[config.mk]
export PLATFORM = sky130hd
export DESIGN_NAME = fetch_unit
export DESIGN_NICKNAME = d
export VERILOG_FILES = /design/src/rtl/fetch_unit.sv
export SDC_FILE = /design/constraint.sdc
export NUM_CORES = 1
export LEC_CHECK = 0
export BUFFER_PORTS_ARGS = -buffer_cell sky130_fd_sc_hd__buf_4
export CORE_MARGIN = 5
export CORE_UTILIZATION = 50
export CTS_BUF_LIST = sky130_fd_sc_hd__clkbuf_4 sky130_fd_sc_hd__clkbuf_8 sky130_fd_sc_hd__clkbuf_16
export DETAILED_ROUTE_END_ITERATION = 7
export GPL_ROUTABILITY_DRIVEN = 0
export GPL_TIMING_DRIVEN = 0
export PLACE_DENSITY_LB_ADDON = 0.12
export SKIP_CTS_REPAIR_TIMING = 1
export SYNTH_ARGS = -nofsm -noshare
export SYNTH_HDL_FRONTEND = slang
export SYNTH_SLANG_ARGS = --single-unit
[constraint.sdc]
create_clock -name clk -period 13.7 [get_ports clk]
set_input_delay 1.37 -clock clk [delete_from_list [all_inputs] [get_ports clk]]
set_output_delay 1.37 -clock clk [all_outputs]
set_load 0.01 [all_outputs]
[src/rtl/fetch_unit.sv]
// ============================================================================
// Module   : fetch_unit
// Brief    : Instruction fetch with PC register and a 2-entry decode queue.
//            Optional static branch predecode under FETCH_BRANCH_PREDECODE_EN.
// Revision : 1.0 - initial release
// ============================================================================
`default_nettype none

module fetch_unit #(
  parameter logic [31:0] RESET_PC = 32'd0
) (
  input  logic        clk,
  input  logic        rst_n,
  output logic [31:0] imem_addr,
  input  logic [31:0] imem_instr,
  output logic        if_valid,
  output logic [31:0] if_instr,
  output logic [31:0] if_pc,
  input  logic        id_ready,
  input  logic        redirect_valid,
  input  logic [31:0] redirect_pc
);

  localparam logic [1:0]  c_full = 2'd2;
  localparam logic [31:0] c_step = 32'd4;

  logic [31:0] r_pc;
  logic [1:0]  r_count;
  logic [31:0] r_instr [0:1];
  logic [31:0] r_addr  [0:1];

  logic        w_pop;
  logic        w_push;
  logic [31:0] w_seq_pc;
  logic [31:0] w_next_pc;
  logic        w_unused_ok;

  assign w_unused_ok = &{1'b0, redirect_pc[1:0]};

  assign imem_addr = r_pc;
  assign if_valid  = (r_count != 2'd0);
  assign if_instr  = r_instr[0];
  assign if_pc     = r_addr[0];

  assign w_pop    = if_valid && id_ready;
  // A pop always frees a slot, so every pop coincides with a push.
  assign w_push   = (r_count != c_full) || w_pop;
  assign w_seq_pc = r_pc + c_step;

`ifdef FETCH_BRANCH_PREDECODE_EN
  logic        w_is_br;
  logic [31:0] w_br_off;

  assign w_is_br   = (imem_instr[31:27] == 5'b00011);
  assign w_br_off  = {{3{imem_instr[26]}}, imem_instr[26:0], 2'b00};
  assign w_next_pc = w_is_br ? (w_seq_pc + w_br_off) : w_seq_pc;
`else
  assign w_next_pc = w_seq_pc;
`endif

  always_ff @(posedge clk) begin
    if (!rst_n) begin
      r_pc       <= RESET_PC;
      r_count    <= 2'd0;
      r_instr[0] <= 32'd0;
      r_instr[1] <= 32'd0;
      r_addr[0]  <= 32'd0;
      r_addr[1]  <= 32'd0;
    end else if (redirect_valid) begin
      r_count <= 2'd0;
      r_pc    <= {redirect_pc[31:2], 2'b00};
    end else if (w_push) begin
      r_pc <= w_next_pc;
      if (w_pop) begin
        if (r_count == c_full) begin
          r_instr[0] <= r_instr[1];
          r_addr[0]  <= r_addr[1];
          r_instr[1] <= imem_instr;
          r_addr[1]  <= r_pc;
        end else begin
          r_instr[0] <= imem_instr;
          r_addr[0]  <= r_pc;
        end
      end else begin
        if (r_count == 2'd0) begin
          r_instr[0] <= imem_instr;
          r_addr[0]  <= r_pc;
        end else begin
          r_instr[1] <= imem_instr;
          r_addr[1]  <= r_pc;
        end
        r_count <= r_count + 2'd1;
      end
    end
  end

endmodule

`default_nettype wire

Word level (Yosys, flattened, before mapping) --
Memories as Yosys holds them, arrays and structs flattened. Cells that the tools add are included.
Word-level totals: register bits after elaboration 34, memory bits (writable) 128, output and inout port bits 97, word-level logic and storage cells 65, memories kept 2
Memories:
- r_addr | depth 2, width 32, read ports 2, clocked after memory_dff 0, wr ports 2, RTL line 30 | logic [31:0] r_addr [0:1];
- r_instr | depth 2, width 32, read ports 2, clocked after memory_dff 0, wr ports 2, RTL line 29 | logic [31:0] r_instr [0:1];
Cells by class: $add $sub $neg 2, equal/unequal tests 2, mux-type cells 37, bitwise operators 12, reductions and logical operators 7
Operators by type and width (count):
- $mux 32 | 12
- $add 32x3->32 const B | 1
- $mux 1 | 25
- $or 1x1->1 | 10
- $reduce_bool 2->1 | 2
- $add 2x1->2 const B | 1
- $eq 2x2->1 const B | 1
- $logic_not 2->1 | 1
- $ne 2x2->1 const B | 1
- $not 1->1 | 2
- $reduce_and 2->1 | 1
- $reduce_or 2->1 | 1
- $logic_and 1x1->1 | 1
- $logic_or 1x1->1 | 1

Depth between registers and ports, before layout --
word-level depth 10, mapped depth 8, gate-level depth less buffers 6

Worst setup path after synthesis --
Ideal clock, no wire load.
kind input to register, start input port redirect_valid, end memory r_addr[1][2] (netlist: r_addr[0][34]), enable pin, library setup time 0.574 ns, arrival 6.398 ns, slack 6.729 ns, stages on the path 3, path buffers 2, path through clkbuf_1 clkbuf_1 o31ai_1
RTL lines:
- start: declaration | RTL line 20 | input logic redirect_valid,
- end: declaration | RTL line 30

==> impl_metrics.py <==
metrics = {
    "finish": {
        "final_area_mm2": 0.00942,
        "layout.nets": 858,
        "drive_above_1_share_pct": 34.9,
        "syn2layout_area_growth_pct": 29.5,
        "fin_cells": 983,
        "antennaDiodeCount": 0,
    },
    "worst_setup_path": {
        "critical_path.top_delay_family": "buffers and inverters",
        "cp.buffers_inverters": 6,
        "crit_type": "primary input to flip-flop",
        "crit_chain": "buf_4, inv_1, clkbuf_1, clkbuf_1, o21ai_0, nand2_2, buf_12, buf_16",
        "cp_slowest_cell": "clkbuf_1",
        "r2r_end": "r_addr[0][52]$_DFFE_PP_",
        "crit_path_end_kind": "flip-flop",
        "slowest_delay_ns": 0.48,
        "reg2reg_depth": 8,
        "required_ns": 13.83,
        "rrSetupSlack_ns": 10.77,
        "r2r_start": "r_count[0]$_SDFFE_PP0P_",
        "cp-start-kind": "primary input",
        "cp.arrival_ns": 3.49,
        "cp_common_cell": "clkbuf_1",
        "path_max_fanout": 30,
    },
    "place": {
        "dpl.hpwl_mm": 12.9,
        "portBuffers": 158,
        "postPlaceCellArea_mm2": 0.00884,
        "dp.cells": 950,
        "dp_slack_ns": 9.94,
    },
    "floorplan": {
        "dieArea_mm2": 0.0171,
        "die_w_um": 131,
        "design.portCount": 165,
        "initial_core_util_pct": 50.4,
        "num_rows": 44,
        "die_h_um": 131,
        "fp.coreArea_mm2": 0.0144,
    },
    "cts": {
        "clk_pin_slew_ns": 0.06,
        "clockBufferDepth": 2,
        "cts_made_buffers": 17,
        "clock-sinks": 156,
        "root_buffer": "clkbuf_16",
        "htreeDepth": 4,
        "worstSkewPairLatency_ns": 0.43,
        "cts_tree": "built",
    },
    "synthesis": {
        "ys_warn_count": 0,
        "async_flop_share_pct": 0,
        "synth_area_mm2": 0.00727,
        "synth_area_leader_cell": "edfxtp_1",
        "ys_seq_elements": 156,
        "synth_edf_count": 124,
        "seq_area_frac_synth_pct": 60.0,
        "synth.distinct_cells": 49,
        "avgSynthCellArea_um2": 12.1,
        "synth_most_common_cell": "edfxtp_1",
        "netlist_top_cells_count": "124 x edfxtp_1, 66 x buf_4, 64 x and2_1",
        "synthFlopType": "edfxtp_1",
        "synth_top_area_share_pct": 51.2,
        "syn_inst": 599,
        "synth_area_leaders": "edfxtp_1 51%, dfxtp_1 8.8%, a22o_1 7.5%",
    },
    "power": {
        "p_total_mw": 1.19,
        "power_density_mw_per_mm2": 126,
        "ir_worst_vdd_mv": 0.0804,
        "leakagePower_nw": 3.89,
    },
    "timing": {
        "max_freq_mhz": 297,
        "hold_violations": 0,
        "tns_ns": 0,
        "drv_slew": 0,
        "period_needed_ns": 3.37,
        "slew_headroom_pct": 32.5,
        "skew_ns": 0.0125,
        "setup_violations": 0,
        "worstMarginPinSlew_ns": 1.01,
        "fin_ws_ns": 10.33,
        "post-route-period-util_pct": 24.6,
        "rsz0062_at_grt": "false",
    },
    "route": {
        "ant_nets": 0,
        "wl_mm": 18.0,
        "drt_first_pass_iters": 5,
        "wl_per_cell_um": 18.3,
        "drc": 0,
        "detail_route.iter0.violations": 438,
        "routed_via_density": 5.57,
        "vias": 5476,
    },
    "worst_hold_path": {
        "min_from": "r_instr[0][47]$_DFFE_PP_",
        "hp-class": "flip-flop to flip-flop",
        "min_path_cells": 1,
        "hold-path-endpoint": "r_instr[0][15]$_DFFE_PP_",
    },
    "outcome": {
        "outcome": "finished clean",
    },
    "grt": {
        "grtUsageTotal_pct": 21.1,
        "grt_max_degree": 31,
        "grt_pass1_vias": 5431,
        "grt_pass1_wl_mm": 27.5,
        "gr-total-overflow": 0,
        "antenna_found_initial": 0,
    },
    "run": {
        "cap_viol_max_count": 0,
    },
}
-- worst max path at each step --
stage | from | to | slack (ns) | cells after the start
2_1_floorplan | redirect_valid | r_addr[0][34]$_DFFE_PP_ | 6.73 | 3
3_3_place_gp | redirect_valid | r_addr[0][53]$_DFFE_PP_ | 4.50 | 4
3_5_place_dp | redirect_valid | r_addr[0][49]$_DFFE_PP_ | 9.94 | 6
4_1_cts | redirect_valid | r_addr[0][46]$_DFFE_PP_ | 10.40 | 6
5_1_grt | redirect_valid | r_instr[0][14]$_DFFE_PP_ | 10.29 | 8
6_report | redirect_valid | r_instr[0][14]$_DFFE_PP_ | 10.33 | 8
-- cells by family after synthesis --
logic type / count (synthesis) / synth area share, %
AOI/OAI and AO/OA: 155 / 15.8
DFF: 156 / 60.0
muxes: 1 / 0.155
and+or+nand+nor: 155 / 12.7
adders and majority gates: 4 / 0.688
xor gates and xnor gates: 8 / 0.963
other: 1 / 0.0516
buffers and inverters: 119 / 9.68
-- stage by stage --
step	utilization, %	hold WS, ns
final	65.3	0.531
after CTS	65.3	0.533
after detailed placement	61.3	0.519
after global routing	65.3	0.549
after global placement	60.3	0.499
after floorplan	-	0.484
-- cell type report --
cell class,count,area (µm²)
flip-flops and latches,156,4360
multi-input cells,327,2240
plain buffers,103,644
well taps,184,230
clock buffers,20,454
repair buffers,165,1300
fillers,1106,5000
inverters,16,60.1
clock inverters,12,124
-- cell usage in the layout (no fill, tap or decap), types with 10 or more instances in the layout --
cell type  count
o21ai_0       27
nand2_1       11
clkbuf_16     17
inv_1         16
clkbuf_1      34
a22o_1        62
edfxtp_1     124
nor2_1        12
buf_4        225
nand4_1       13
a211oi_1      11
a21oi_1       19
a31oi_1       10
dfxtp_1       32
nand3_1       10
and2_1        64
-- registers in the layout, summed over array words and instances, names as in the netlist --
register / cells
r_instr: 64
r_addr: 60
imem_addr: 30
r_count: 2
-- report_power, final --
part | switching, mW | internal, mW
logic | 0.0736 | 0.0823
registers | 0.0205 | 0.550
clock network | 0.184 | 0.276
-- metal layers --
layer	track usage [%]	share of wire, %	vias to the layer above
met4	9.80	2.3	0
met3	4.15	7.6	28
li1	-	-	2566
met1	26.5	41	2647
met2	35.4	49	235
met5	0	0	-
Power figures use the tool's default switching activity.
